`src/rtl/mcyc_div_radix_pkg.sv`:
```
// Shared mdiv definitions: FSM states, op-field positions and
// width-generic special-case result constants.
package mcyc_div_radix_pkg;

  typedef enum logic [1:0] {
    IDLE,
    CALC,
    FIX,
    DONE
  } state_t;

  localparam int OP_SIGNED = 0;
  localparam int OP_REM    = 1;
  localparam int OP_WORD   = 2;
  localparam int OP_W      = 3;

  localparam int MAXW = 64;

  function automatic logic [MAXW-1:0] ones_val(int w);
    logic [MAXW-1:0] v;
    v = '0;
    for (int i = 0; i < MAXW; i++) begin
      if (i < w) v[i] = 1'b1;
    end
    return v;
  endfunction

  function automatic logic [MAXW-1:0] min_val(int w);
    logic [MAXW-1:0] v;
    v = '0;
    for (int i = 0; i < MAXW; i++) begin
      if (i == w - 1) v[i] = 1'b1;
    end
    return v;
  endfunction

endpackage

```
`src/rtl/mcyc_div_radix_step.sv`:
```
// One restoring division step: shift in a dividend bit,
// subtract the divisor when it fits, emit the quotient bit.
module div_radix2_step #(
  parameter int XLEN = 64
) (
  input  logic [XLEN:0]   rem_in,
  input  logic            bit_in,
  input  logic [XLEN-1:0] divisor,
  output logic [XLEN:0]   rem_out,
  output logic            q
);

  logic [XLEN:0] sh;
  logic          ge;

  assign sh = {rem_in[XLEN-1:0], bit_in};
  // A bit carried out of the shift always means the divisor fits.
  assign ge = rem_in[XLEN] | (sh >= {1'b0, divisor});
  assign q = ge;
  assign rem_out = ge ? sh - {1'b0, divisor} : sh;

endmodule

```
`src/rtl/mcyc_div_radix.sv`:
```
// Iterative RISC-V M-extension divider retiring 2^RADIX_LOG2
// quotient bits per cycle, valid/ready on request and response.
module mcyc_div_radix
  import mcyc_div_radix_pkg::*;
#(
  parameter int XLEN       = 64,
  parameter int RADIX_LOG2 = 1,
  parameter int HAS_W      = 1
) (
  input  logic            clk,
  input  logic            rst_n,
  input  logic            flush,
  input  logic            req_valid,
  output logic            req_ready,
  input  logic            req_signed,
  input  logic            req_rem,
  input  logic            req_word,
  input  logic [XLEN-1:0] req_dividend,
  input  logic [XLEN-1:0] req_divisor,
  output logic            resp_valid,
  input  logic            resp_ready,
  output logic [XLEN-1:0] resp_data
);

  localparam int R  = 1 << RADIX_LOG2;
  localparam int NF = XLEN / R;
  localparam int NW = 32 / R;
  localparam int CW = $clog2(NF) + 1;
  localparam bit WEN = (HAS_W != 0) && (XLEN > 32);

  function automatic logic [XLEN-1:0] sx(logic [XLEN-1:0] v);
    logic [XLEN-1:0] r;
    r = v;
    for (int i = 32; i < XLEN; i++) r[i] = v[31];
    return r;
  endfunction

  function automatic logic [XLEN-1:0] zx(logic [XLEN-1:0] v);
    logic [XLEN-1:0] r;
    r = v;
    for (int i = 32; i < XLEN; i++) r[i] = 1'b0;
    return r;
  endfunction

  state_t          state, state_n;
  logic [CW-1:0]   cnt, n_last;
  logic [OP_W-1:0] op_q;
  logic            neg_q, neg_r;
  logic [XLEN:0]   rem_q, rem_n;
  logic [XLEN-1:0] dvd_q, dvd_n, dvs_q;

  logic            word_in, accept, dz, ovf, a_neg, b_neg;
  logic [XLEN-1:0] a_x, b_x, a_abs, b_abs;
  logic [XLEN-1:0] ones, min_f, min_w, spec_res, spec_data;
  logic [XLEN-1:0] qs, rs, res, fix_data;

  assign ones  = XLEN'(ones_val(XLEN));
  assign min_f = XLEN'(min_val(XLEN));
  assign min_w = sx(XLEN'(min_val(32)));

  assign word_in = WEN ? req_word : 1'b0;
  assign a_x = word_in ? (req_signed ? sx(req_dividend) : zx(req_dividend))
                       : req_dividend;
  assign b_x = word_in ? (req_signed ? sx(req_divisor) : zx(req_divisor))
                       : req_divisor;
  assign a_neg = req_signed & a_x[XLEN-1];
  assign b_neg = req_signed & b_x[XLEN-1];
  assign a_abs = a_neg ? -a_x : a_x;
  assign b_abs = b_neg ? -b_x : b_x;

  assign dz  = (b_x == '0);
  assign ovf = req_signed && (a_x == (word_in ? min_w : min_f)) && (b_x == ones);
  assign spec_res = dz ? (req_rem ? a_x : ones) : (req_rem ? '0 : a_x);
  assign spec_data = word_in ? sx(spec_res) : spec_res;

  assign req_ready = (state == IDLE);
  assign accept = req_valid && req_ready && !flush;
  assign n_last = op_q[OP_WORD] ? CW'(NW - 1) : CW'(NF - 1);

  // Chained restoring steps, MSB-first through the shifted dividend.
  logic [XLEN:0] chain [R+1];
  logic [R-1:0]  qv;

  assign chain[0] = rem_q;

  for (genvar k = 0; k < R; k++) begin : g_step
    div_radix2_step #(.XLEN(XLEN)) u_step (
      .rem_in  (chain[k]),
      .bit_in  (dvd_q[XLEN-1-k]),
      .divisor (dvs_q),
      .rem_out (chain[k+1]),
      .q       (qv[R-1-k])
    );
  end

  assign rem_n = chain[R];
  assign dvd_n = {dvd_q[XLEN-R-1:0], qv};

  assign qs = neg_q ? -dvd_q : dvd_q;
  assign rs = neg_r ? -rem_q[XLEN-1:0] : rem_q[XLEN-1:0];
  assign res = op_q[OP_REM] ? rs : qs;
  assign fix_data = op_q[OP_WORD] ? sx(res) : res;

  always_comb begin
    state_n = state;
    unique case (state)
      IDLE: if (accept) state_n = (dz || ovf) ? DONE : CALC;
      CALC: if (cnt == n_last) state_n = FIX;
      FIX:  state_n = DONE;
      DONE: if (resp_ready) state_n = IDLE;
      default: state_n = IDLE;
    endcase
    if (flush) state_n = IDLE;
  end

  always_ff @(posedge clk or negedge rst_n) begin
    if (!rst_n) begin
      state <= IDLE;
    end else begin
      state <= state_n;
    end
  end

  always_ff @(posedge clk or negedge rst_n) begin
    if (!rst_n) begin
      cnt        <= '0;
      op_q       <= '0;
      neg_q      <= 1'b0;
      neg_r      <= 1'b0;
      rem_q      <= '0;
      dvd_q      <= '0;
      dvs_q      <= '0;
      resp_valid <= 1'b0;
      resp_data  <= '0;
    end else begin
      cnt        <= (state == CALC) ? cnt + CW'(1) : '0;
      resp_valid <= (state_n == DONE);
      if (accept) begin
        op_q  <= {word_in, req_rem, req_signed};
        neg_q <= a_neg ^ b_neg;
        neg_r <= a_neg;
        dvs_q <= b_abs;
        rem_q <= '0;
        // Word ops left-align so the loop starts at bit 31.
        dvd_q <= word_in ? (a_abs << (XLEN - 32)) : a_abs;
        if (dz || ovf) resp_data <= spec_data;
      end
      if (state == CALC) begin
        rem_q <= rem_n;
        dvd_q <= dvd_n;
      end
      if (state == FIX) resp_data <= fix_data;
    end
  end

endmodule
```
`config.mk`:
```
export PLATFORM = sky130hd
export DESIGN_NAME = mcyc_div_radix
export DESIGN_NICKNAME = d
export VERILOG_FILES = /design/src/rtl/mcyc_div_radix_pkg.sv /design/src/rtl/mcyc_div_radix_step.sv /design/src/rtl/mcyc_div_radix.sv
export SDC_FILE = /design/constraint.sdc
export NUM_CORES = 1
export LEC_CHECK = 0
export BUFFER_PORTS_ARGS = -buffer_cell sky130_fd_sc_hd__buf_2
export CAP_MARGIN = 20
export CELL_PAD_IN_SITES_DETAIL_PLACEMENT = 1
export CELL_PAD_IN_SITES_GLOBAL_PLACEMENT = 2
export CORE_UTILIZATION = 40
export CTS_BUF_LIST = sky130_fd_sc_hd__clkbuf_8
export DETAILED_ROUTE_END_ITERATION = 8
export PLACE_DENSITY_LB_ADDON = 0.2
export SLEW_MARGIN = 20
export SYNTH_ARGS = -nofsm -noshare
export SYNTH_HDL_FRONTEND = slang
export SYNTH_HIERARCHICAL = 1
export SYNTH_SLANG_ARGS = --single-unit
```
`constraint.sdc`:
```
create_clock -name clk -period 13.3 [get_ports clk]
set_clock_uncertainty 0.05 [all_clocks]
set_input_delay 2.66 -clock clk [delete_from_list [all_inputs] [get_ports clk]]
set_output_delay 2.66 -clock clk [all_outputs]
set_load 0.005 [all_outputs]
```
==> out/metrics.json <==
{
  "cts_tree": {"value": "yes"},
  "max_slew_violation_count": {"value": 0},
  "setup_total_negative_slack": {"value": 0, "unit": "ps"},
  "status": {"value": "complete, no violations"},
  "synth_cell_type_count": {"value": 115},
  "grt_use_total": {"value": 34.07, "unit": "%"},
  "clock_path_buffers": {"value": 3},
  "floorplan.die_area": {"value": 74580, "unit": "µm²"},
  "placer_congestion": {"value": 0.9714},
  "floorplan.die.height": {"value": 273.1, "unit": "µm"},
  "drtIter0Drc": {"value": 2682},
  "layout_cells_sized_above_1": {"value": 12.12, "unit": "%"},
  "cp_slowest_cell": {"value": "buf_4"},
  "slew-limit-headroom": {"value": 19.39, "unit": "%"},
  "setup.worst_path.start_class": {"value": "flop"},
  "syn-instance-count": {"value": 3930},
  "synth-async-reset-ratio": {"value": 100.0, "unit": "%"},
  "seq_area_frac_synth": {"value": 22.98, "unit": "%"},
  "postCtsSetupBuffers": {"value": 0},
  "grt_max_degree": {"value": 97},
  "cts_repair_resize_count": {"value": 0},
  "drt-vias-per-instance": {"value": 6.218},
  "synth_ff_type": {"value": "dfrtp_1"},
  "vias": {"value": 30920},
  "maxCapViolCount": {"value": 0},
  "ys_seq_elements": {"value": 270},
  "critical_path_peak_fanout": {"value": 73},
  "clkSlewWorstSetupHoldPaths": {"value": 60, "unit": "ps"},
  "first_global_vias": {"value": 30360},
  "hold_viol": {"value": 0},
  "data_arrival_critical_path": {"value": 8030, "unit": "ps"},
  "clock_sinks": {"value": 270},
  "syn_nets": {"value": 4202},
  "transition_time_at_the_pin_with_the_least_slew_margin": {"value": 1198, "unit": "ps"},
  "io_pins": {"value": 202},
  "layout_min_cycle_time": {"value": 7477, "unit": "ps"},
  "critPathKind": {"value": "flop to flop"},
  "yosysWarnings": {"value": 6},
  "synth-edff-count": {"value": 0},
  "cpLargestDelayFamily": {"value": "compound AO/OA/AOI/OAI gates"},
  "routed_wl": {"value": 130100, "unit": "µm"},
  "first_pass_iteration_count_of_the_detailed_router": {"value": 6},
  "critical_path_buf_inv_count": {"value": 3},
  "global_route_wire_length_before_repair": {"value": 194300, "unit": "µm"},
  "dp_hpwl": {"value": 102200, "unit": "µm"},
  "period_share": {"value": 56.22, "unit": "%"},
  "antenna_found_initial": {"value": 9},
  "data_required_time_at_the_worst_endpoint": {"value": 13850, "unit": "ps"},
  "htree_levels": {"value": 2},
  "synthesis.area_per_instance": {"value": 7.480, "unit": "µm²"},
  "design.core.area": {"value": 72830, "unit": "µm²"},
  "cts_hold_repair.buffers": {"value": 0},
  "drt-wirelength-per-cell": {"value": 26.17, "unit": "µm"},
  "place.port_buffers": {"value": 201},
  "worst_path_largest_cell_delay": {"value": 720, "unit": "ps"},
  "clk_lat_worst_skew": {"value": 690, "unit": "ps"},
  "drc": {"value": 0},
  "grt_ovf": {"value": 0},
  "post_detailed_route_count_of_antenna_violating_nets": {"value": 0},
  "initial_core_util": {"value": 40.36, "unit": "%"},
  "clock-root-buffer": {"value": "clkbuf_8"},
  "finalSetupViolations": {"value": 0},
  "grt_setup_unrepaired": {"value": "false"},
  "core.rowCount": {"value": 99},
  "syn_to_final_growth": {"value": 7.895, "unit": "%"},
  "nNetsFinal": {"value": 4240},
  "end_kind": {"value": "flop"},
  "synth_area": {"value": 29400, "unit": "µm²"},
  "tritoncts.num_buffers": {"value": 52},
  "achievable-frequency": {"value": 0.1337, "unit": "GHz"},
  "timing.hold.worst.class": {"value": "flop to flop"},
  "holdWs": {"value": 440.5, "unit": "ps"},
  "die_x": {"value": 273.1, "unit": "µm"}
}
-- state kept, by name, indices dropped and copies added (netlist names) --
| register | count |
|---|---|
| neg_r | 1 |
| cnt | 6 |
| resp_data | 64 |
| resp_valid | 1 |
| dvs_q | 64 |
| dvd_q | 64 |
| rem_q | 65 |
| state | 2 |
| op_q | 2 |
| neg_q | 1 |
-- worst paths after layout --
check | to | from | slack [ps] | depth (start not counted)
max in group asynchronous | dvd_q[59] | rst_n | 9730 | 2
hold / removal | cnt[0] | cnt[0] | 440 | 1
setup reg to reg | rem_q[33] | rem_q[2] | 5820 | 25
setup / recovery | rem_q[33] | rem_q[2] | 5820 | 25
hold reg to reg | cnt[0] | cnt[0] | 440 | 1
min in group asynchronous | rem_q[55] | rst_n | 1900 | 1
-- layer usage --
| layer | vias up | global-route usage (%) | wire length, µm |
|---|---|---|---|
| met3 | 219 | 3.286 | 6990 |
| met2 | 1049 | 52.37 | 57250 |
| met5 | - | 0 | 53 |
| met4 | 8 | 14.76 | 5994 |
| li1 | 14270 | - | - |
| met1 | 15370 | 48.27 | 59840 |
-- kinds of logic after synthesis --
family	after synthesis	share of synthesized area (%)
AO/OA/AOI/OAI	1220	26.75
XOR/XNOR	342	10.19
adder cells (fa/ha/maj)	136	5.840
buffers and inverters	451	7.121
flip-flops	270	22.98
multiplexers	82	3.831
AND/OR/NAND/NOR	1429	23.29
-- final cells by class --
cell class	count	area (µm²)
Timing Repair Buffer	244	1339
Fill cell	9167	41120
Inverter	191	724.4
Sequential cell	270	6760
Antenna cell	5	12.51
Clock inverter	34	251.5
Multi-Input combinational cell	3209	20590
Clock buffer	61	839.6
Tap cell	959	1200
-- metrics by stage --
| step | cell area, µm² | std cells | utilization [%] | setup WS, ps |
|---|---|---|---|---|
| finish | 31720 | 4973 | 43.55 | 5823 |
| global route | 31710 | 4970 | 43.54 | 5497 |
| CTS | 31710 | 4968 | 43.53 | 5905 |
| detailed placement | 30610 | 4873 | 42.03 | 5944 |
| global placement | 30610 | 4873 | 42.02 | 6054 |
| floorplan | 29400 | 3930 | - | 7851 |
-- worst reg2reg max path: stages (launching register included) --
cell      delay [ps]
dfrtp_1          460
ha_1             470
a21oi_2           90
nor2b_1          130
a211o_1          340
a21oi_2          310
a21oi_4          160
o211ai_2         240
a221oi_4         110
o21a_4           290
inv_8            500
mux2_4           430
ha_1             410
nand4_1          270
o21ai_0          270
o21ai_1          130
and3_1           220
a21oi_1          370
o2111a_2         340
nor2_8            70
inv_2            370
buf_4            720
nor2_1           110
a21oi_1          290
nand2_1          120
nand2_1           90
-- cell usage after synthesis, types with 28 or more instances --
cell      count  area share (%)
nor3_1       73             1.2
o21ai_0     302             5.1
nor2_1      328             4.2
o21bai_1     34            0.87
dfrtp_1     270              23
a211oi_1     34            0.87
or4_1        46             1.2
a21o_1       55             1.4
nand2_1     483             6.2
a31oi_1      38            0.81
o22ai_1      29            0.62
nor4_1       52             1.1
clkbuf_1    170             2.2
a21oi_1     356             6.1
a22oi_1      45             1.1
nand3_1     126             2.1
inv_1       189             2.4
or3_1        37            0.79
buf_2        32            0.54
nand2b_1     28            0.60
xnor2_1     184             5.5
mux2_4       60             3.1
ha_1        134             5.7
xor2_1      158             4.7
o41ai_1      34             1.0
and3_1       48             1.0
nor2b_1      30            0.64
o31ai_1      72             1.8
nand4_1      85             1.8
-- cells in the final DEF (no fill, tap or decap), types with 12 or more instances in the layout --
cell	netlist	routed
nand2_1	483	482
and3_1	48	48
nor2b_1	30	29
a22oi_1	45	45
dfrtp_1	270	267
a21oi_1	356	356
a211oi_1	34	34
nor4_1	52	51
o22ai_1	29	29
and2_1	17	17
mux2_4	60	60
clkbuf_8	0	61
nand4_1	85	85
nand2b_1	28	27
o21ai_1	14	14
nand3_1	126	126
buf_2	32	200
a31oi_1	38	38
ha_1	134	134
o21a_1	17	17
o21ai_0	302	301
o31ai_1	72	72
o221ai_1	18	18
buf_4	8	43
nor3_1	73	73
inv_1	189	207
nor2_1	328	326
mux2i_1	18	18
o211ai_1	27	27
o41ai_1	34	34
or4_1	46	46
a21o_1	55	55
o21bai_1	34	34
a21boi_0	12	12
or2_2	26	26
o2111ai_1	12	12
or3_1	37	37
xor2_1	158	158
xnor2_1	184	184
Power is not shown: default switching activity piles up to over one toggle a cycle in this logic, so the estimate is an artifact.
